File: src/rtl/booth_issue_ctrl.sv
// Operand FIFO and one-job-at-a-time issue sequencer for the sequential Booth multiplier.
// Optional WAIT watchdog compiled in with `define BOOTH_TIMEOUT_EN.
module booth_issue_ctrl #(
  parameter int N        = 8,
  parameter int DEPTH    = 4,
  parameter int TO_SLACK = 4
) (
  input  logic             clk,
  input  logic             reset,
  input  logic             in_valid,
  output logic             in_ready,
  input  logic [N-1:0]     in_x,
  input  logic [N-1:0]     in_y,
  output logic             mul_start,
  output logic [N-1:0]     mul_x,
  output logic [N-1:0]     mul_y,
  input  logic             mul_done,
  input  logic [2*N-1:0]   mul_p,
  output logic             out_valid,
  input  logic             out_ready,
  output logic [2*N-1:0]   out_p,
  output logic             out_err
);

  localparam int AW = $clog2(DEPTH);

  typedef enum logic [1:0] {S_IDLE, S_ISSUE, S_WAIT, S_HOLD} state_t;

  state_t           r_state;
  state_t           w_next;

  logic [N-1:0]     r_mem_x [DEPTH];
  logic [N-1:0]     r_mem_y [DEPTH];
  logic [AW:0]      r_wptr;
  logic [AW:0]      r_rptr;
  logic             w_empty;
  logic             w_full;
  logic             w_push;
  logic             w_pop;
  logic             w_to_hit;

  logic [N-1:0]     r_mul_x;
  logic [N-1:0]     r_mul_y;
  logic             r_out_valid;
  logic [2*N-1:0]   r_out_p;
  logic             r_out_err;

  // Extra pointer bit distinguishes full from empty when the indices match.
  assign w_empty = (r_wptr == r_rptr);
  assign w_full  = (r_wptr[AW] != r_rptr[AW]) && (r_wptr[AW-1:0] == r_rptr[AW-1:0]);
  assign w_push  = in_valid && !w_full;
  assign w_pop   = (r_state == S_ISSUE);

  always_ff @(posedge clk) begin
    if (reset) begin
      r_wptr <= '0;
      r_rptr <= '0;
    end else begin
      if (w_push) r_wptr <= r_wptr + 1'b1;
      if (w_pop)  r_rptr <= r_rptr + 1'b1;
    end
  end

  always_ff @(posedge clk) begin
    if (w_push) begin
      r_mem_x[r_wptr[AW-1:0]] <= in_x;
      r_mem_y[r_wptr[AW-1:0]] <= in_y;
    end
  end

`ifdef BOOTH_TIMEOUT_EN
  localparam int CW = $clog2(N + TO_SLACK + 1);
  logic [CW-1:0] r_to_cnt;

  always_ff @(posedge clk) begin
    if (reset)                  r_to_cnt <= '0;
    else if (r_state == S_ISSUE) r_to_cnt <= '0;
    else if (r_state == S_WAIT)  r_to_cnt <= r_to_cnt + 1'b1;
  end

  // Fires in the last allowed WAIT cycle so HOLD follows exactly N+TO_SLACK WAIT cycles.
  assign w_to_hit = (r_state == S_WAIT) && (r_to_cnt == CW'(N + TO_SLACK - 1));
`else
  assign w_to_hit = 1'b0;
`endif

  always_ff @(posedge clk) begin
    if (reset) r_state <= S_IDLE;
    else       r_state <= w_next;
  end

  always_comb begin
    w_next = r_state;
    case (r_state)
      S_IDLE:  if (!w_empty) w_next = S_ISSUE;
      S_ISSUE: w_next = S_WAIT;
      S_WAIT:  if (mul_done || w_to_hit) w_next = S_HOLD;
      S_HOLD:  if (out_ready) w_next = w_empty ? S_IDLE : S_ISSUE;
      default: w_next = S_IDLE;
    endcase
  end

  always_comb begin
    mul_start = (r_state == S_ISSUE);
    in_ready  = !w_full;
  end

  // Operands load on entry to ISSUE so they are already stable while mul_start is high.
  always_ff @(posedge clk) begin
    if (reset) begin
      r_mul_x <= '0;
      r_mul_y <= '0;
    end else if (w_next == S_ISSUE) begin
      r_mul_x <= r_mem_x[r_rptr[AW-1:0]];
      r_mul_y <= r_mem_y[r_rptr[AW-1:0]];
    end
  end

  always_ff @(posedge clk) begin
    if (reset) begin
      r_out_valid <= 1'b0;
      r_out_p     <= '0;
      r_out_err   <= 1'b0;
    end else if (r_state == S_WAIT && mul_done) begin
      r_out_valid <= 1'b1;
      r_out_p     <= mul_p;
      r_out_err   <= 1'b0;
    end else if (w_to_hit) begin
      r_out_valid <= 1'b1;
      r_out_p     <= '0;
      r_out_err   <= 1'b1;
    end else if (r_state == S_HOLD && out_ready) begin
      r_out_valid <= 1'b0;
    end
  end

  assign mul_x     = r_mul_x;
  assign mul_y     = r_mul_y;
  assign out_valid = r_out_valid;
  assign out_p     = r_out_p;
  assign out_err   = r_out_err;

endmodule

File: config.mk
export PLATFORM = sky130hd
export DESIGN_NAME = booth_issue_ctrl
export DESIGN_NICKNAME = d
export VERILOG_FILES = /design/src/rtl/booth_issue_ctrl.sv
export SDC_FILE = /design/constraint.sdc
export NUM_CORES = 1
export LEC_CHECK = 0
export BUFFER_PORTS_ARGS = -buffer_cell sky130_fd_sc_hd__buf_2
export CORE_MARGIN = 2
export CORE_UTILIZATION = 34
export CTS_BUF_LIST = sky130_fd_sc_hd__clkbuf_8
export CTS_CLUSTER_DIAMETER = 120
export DETAILED_ROUTE_END_ITERATION = 12
export PLACE_DENSITY_LB_ADDON = 0.08
export SETUP_SLACK_MARGIN = 0.3
export SLEW_MARGIN = 40
export SYNTH_ARGS = -nofsm -noshare
export SYNTH_HDL_FRONTEND = slang
export SYNTH_SLANG_ARGS = --single-unit
File: constraint.sdc
create_clock -name clk -period 5.4 [get_ports clk]
set_input_delay 1.08 -clock clk [delete_from_list [all_inputs] [get_ports clk]]
set_output_delay 1.08 -clock clk [all_outputs]
set_load 0.005 [all_outputs]
Word level (Yosys, flattened, before mapping):

Memories as Yosys holds them, arrays and structs flattened. A register that Yosys moved wholly into a read port is not among the register bits.
Cells that the tools add are included.

* flip-flop bits (word level): 25
* RAM bits: 64
* bits of input ports: 37
* output and inout port bits: 36
* word-level logic and storage cells: 32
* memories: 2

* add/sub/neg operators: 2
* eq/ne operators: 7
* multiplexer cells: 9
* reduce and logical (&&, ||, !) cells: 7

Memory list
* r_mem_x: words 4, bits a word 8, read ports 1, clocked after Yosys merged registers in 1, write ports 1, line 32 `logic [N-1:0] r_mem_x [DEPTH];`
* r_mem_y: words 4, bits a word 8, read ports 1, clocked after Yosys merged registers in 1, write ports 1, line 33 `logic [N-1:0] r_mem_y [DEPTH];`

Operators by type and width (count)
* case mux 2 bit (4 select lines): 1
* adder 3 x 1 -> 3 bit, second input constant: 2
* two-way mux 2 bit: 3
* two-way mux 1 bit: 5
* == test 2 x 1 -> 1 bit, second input constant: 2
* == test 2 bit, second input constant: 2
* logical AND 1 bit: 4
* == test 3 bit: 1
* == test 2 bit: 1
* zero test 2 bit: 1
* nonzero test 2 bit: 1
* zero test 1 bit: 1
* != test 1 bit: 1

Longest topological paths before layout:

* depth in word-level cells: 6
* mapped depth: 7
* depth with buffers taken out: 4

Worst setup path before layout:

Ideal clock, no wire load.

* path type: reg2out
* start: register r_rptr[0]
* end: output in_ready
* arrival: 1.113 ns
* required time: 4.320 ns
* path slack: 3.207 ns
* stages on the path, launching flop included: 5
* path buffers: 2
* cell sequence: dfxtp_1 > buf_6 > buf_6 > xor2_1 > or3_1

* cells in the longest elaborated chain, start to end: 3

Ends and longest elaborated chain
* start: declaration: line 35 `logic [AW:0] r_rptr;`
* start signal: assignment: line 60 `if (w_pop) r_rptr <= r_rptr + 1'b1;`
* == test 2 bit: line 50 `assign w_full = (r_wptr[AW] != r_rptr[AW]) && (r_wptr[AW-1:0] == r_rptr[AW-1:0]);`
* logical AND 1 bit: line 50
* zero test 1 bit: line 105 `in_ready = !w_full;`
* end: declaration: line 11 `output logic in_ready,`

No other way between the ends.

Worst setup path in the final report:

* start: register r_rptr[1]
* end: output in_ready

Same word-level chain as after synthesis.

==> impl_summary.txt <==
----------------------------------------------------
[CTS]
  Total clock sinks ... about 110
  Buffer levels on the longest clock path ... 2
  Number of H-tree levels ... 3
  Post-CTS repair timing setup buffer count ... 0
  Hold-fix buffer count after cts ... 0
  CTS tree ... done
  Clock Latency Late Sink ... 0.37 ns
  CTS clock-pin slew for the worst setup and hold paths ... 0.09 ns
  Post-cts gate resize count ... 0
  Clock tree root buffer cell ... clkbuf_8
  Number of buffers inserted during clock tree synthesis ... 9

[Synthesis]
  Synthesized area divided by synthesized cell count ... 14.52 um^2
  Primary FF master, synth ... edfxtp_1
  Post-Synthesis Cell Area ... 4210 um^2
  Number of enable flip-flop cells after synthesis ... 64
  Portion of the post-synthesis area used by sequential elements ... 0.6514
  Number of instances in the synthesized netlist ... 290
  Synth warnings ... 0
  FFs w/ async S/R, synth ... 0
  Synthesized net count ... 332
  Post-synthesis register bit count ... 105
  Post-synth cell types ... 38

[Layout]
  Area of all placed cells without fillers ... 4911 um^2
  Layout overhead on the synthesized area ... 16.64%
  Fraction of final layout cells with drive strength greater than 1 ... 0.2881
  Final layout net count ... around 400
  Commonest non-fill, non-tap cell in the layout ... buf_2
  Final antenna diode count ... 0
  Commonest cells after routing, fill and taps aside ... 70 x buf_2, 64 x edfxtp_1, 40 x dfxtp_1
  Number of filler instances in the final layout ... about 1100

[STA]
  Final TNS setup ... 0 ns
  Hold Violations, Final ... 0
  Unrepaired setup endpoints after global routing ... false
  Final setup violation count ... 0
  Post-Route Skew ... 0.007526 ns
  Final Max Tran Viols ... 0
  Part of the cycle the worst path needs ... 0.5215
  Fin Hold WS ... 0.4543 ns
  Relative slew margins ... 0.5907
  Final critical delay including setup and external delays ... 2.816 ns
  Final worst setup slack ... 2.584 ns
  Maximum frequency from static timing analysis ... 355.1 MHz
  Measured slew at the worst slew-check pin ... 0.6121 ns

[Global routing]
  Maximum number of pins on one net before global-route repair ... 62
  Initial antenna violation count ... 0
  Global-route total usage across every layer ... 0.1197
  Via count of the first global-routing pass ... ~2200
  Total grt overflow ... 0
  First-pass GRT wire length ... 11.74 mm

[Detailed routing]
  Drt wl/cell ... 14.31 um
  Post-detailed-routing wire length ... between 7 and 8 mm
  Post-route DRC ... 0
  Via total after detailed routing ... 2363
  Number of DRC markers in iteration 0 ... approximately 120
  Final ANT Viol Nets ... 0
  Vias per cell ... 4.467
  First-pass DRT Iterations ... 4

[Critical path]
  Arrival @ worst endpoint ... 1.74 ns
  Slowest cell on crit path ... dfxtp_2
  Worst setup EP type ... output pin
  Largest fanout on the critical path ... 20
  Cell chain of the critical path ... xor2_1 -> or3_1 -> buf_2
  Dominant delay contributor by cell family on the critical path ... flip-flops
  Worst setup path category ... register to output pin
  Data required time of the worst path ... 4.32 ns
  Crit path buffers/inverters ... 1
  CP startpoint kind ... register
  Delay of the slowest cell on the worst path ... approximately 0.66 ns

[Placed design]
  Place WS ... roughly 2.8 ns
  IO Port Bufs ... just over 70
  Post-DP HPWL ... 4.806 mm
  Area of placed instances ... 4686 um^2
  Final weighted congestion in routability-driven placement ... 0.7141

[Floorplan]
  Initial core utilization ... 0.3491
  Row cnt ... 40
  Area inside the core boundary ... 12060 um^2
  Die Y-Extent ... 115.3 um
  X dimension of the die ... approximately 120 um
  Die footprint ... 13290 um^2
  I/O Pins ... 73

[Job]
  Number of max-capacitance violations reported ... 0

[Power]
  Power per standard cell area ... 428.0 nW/um^2
  Leakage dissipation ... 1.876 nW
  Maximum resistive drop on vdd ... roughly 0.13 mV
  Tot Pwr ... 0.002102 W

[Status]
  Status ... completed

[Worst hold path]
  Kind of path behind the tightest hold check ... register to register

----------------------------------------------------
[synthesized netlist by cell type (4+ instances only)]
cell type,number,share of area
a21oi_1,17,0.020
ha_1,5,0.015
and2_1,4,0.0059
dfxtp_1,41,0.19
nand2_1,34,0.030
buf_2,4,0.0048
mux4_2,9,0.048
edfxtp_1,64,0.46
clkbuf_1,9,0.0080
mux2i_1,18,0.043
mux4_1,7,0.044
nand2b_1,34,0.051
nor2_1,9,0.0080
[registers in the layout (all words and copies together), names as in the netlist]
register and cells:
r_mem_x 32, r_mem_y 32, out_p 16, mul_x 8, mul_y 8, r_rptr 3
r_wptr 3, r_state 2, out_valid 1
[metal layers]
metal	track usage	vias up	wire (um)
li1	-	1171	-
met1	0.1512	1113	3527
met2	0.1925	67	3511
met3	0.02741	12	367
met4	0.06265	0	165
met5	0	-	0
[logic make-up (layout without fill, tap and decap cells)]
family,count (synthesis),count (layout),synth area share
AOI/OAI and AO/OA,26,26,0.03864
xor gates and xnor gates,7,7,0.01635
adders and majority gates,5,5,0.01486
buffers and inverters,22,93,0.03180
DFF,105,105,0.6514
muxes,35,35,0.1373
other,1,1,0.0008907
and+or+nand+nor,89,89,0.1088
[worst paths after layout]
path                  start             to  slack (ns)  depth (start not counted)
setup / recovery  r_rptr[1]       in_ready        2.58                          3
hold / removal     out_p[6]       out_p[6]        0.45                          2
setup reg to reg  r_rptr[1]  r_mem_y[2][6]        3.18                          4
hold reg to reg    out_p[6]       out_p[6]        0.45                          2
[stage by stage]
stage / utilization / std cells
4_1_cts: 0.4071 / 529
3_3_place_gp: 0.3870 / 512
3_5_place_dp: 0.3885 / 513
6_report: 0.4072 / 529
2_1_floorplan: - / 290
5_1_grt: 0.4072 / 529
[worst min-delay path: cells and delay by family (launching register included)]
kind            cells  cell delay, ns
simple gates        1            0.05
compound gates      1            0.05
flops               1            0.32
[area by class of cell]
class                           count  area (um^2)  share of cell area
Sequential cell                   105         2744              0.5587
Multi-Input combinational cell    163         1338              0.2724
Timing Repair Buffer               74        384.1             0.07822
Tap cell                          168        210.2             0.04280
Clock buffer                       11        151.4             0.03083
Clock inverter                      5        72.57             0.01478
Inverter                            3        11.26            0.002293
[where the power goes]
group          switching, W  internal, W
clock network      0.000255     0.000283
registers         0.0000663     0.000960
logic              0.000259     0.000278
(Power assumes the default switching activity.)
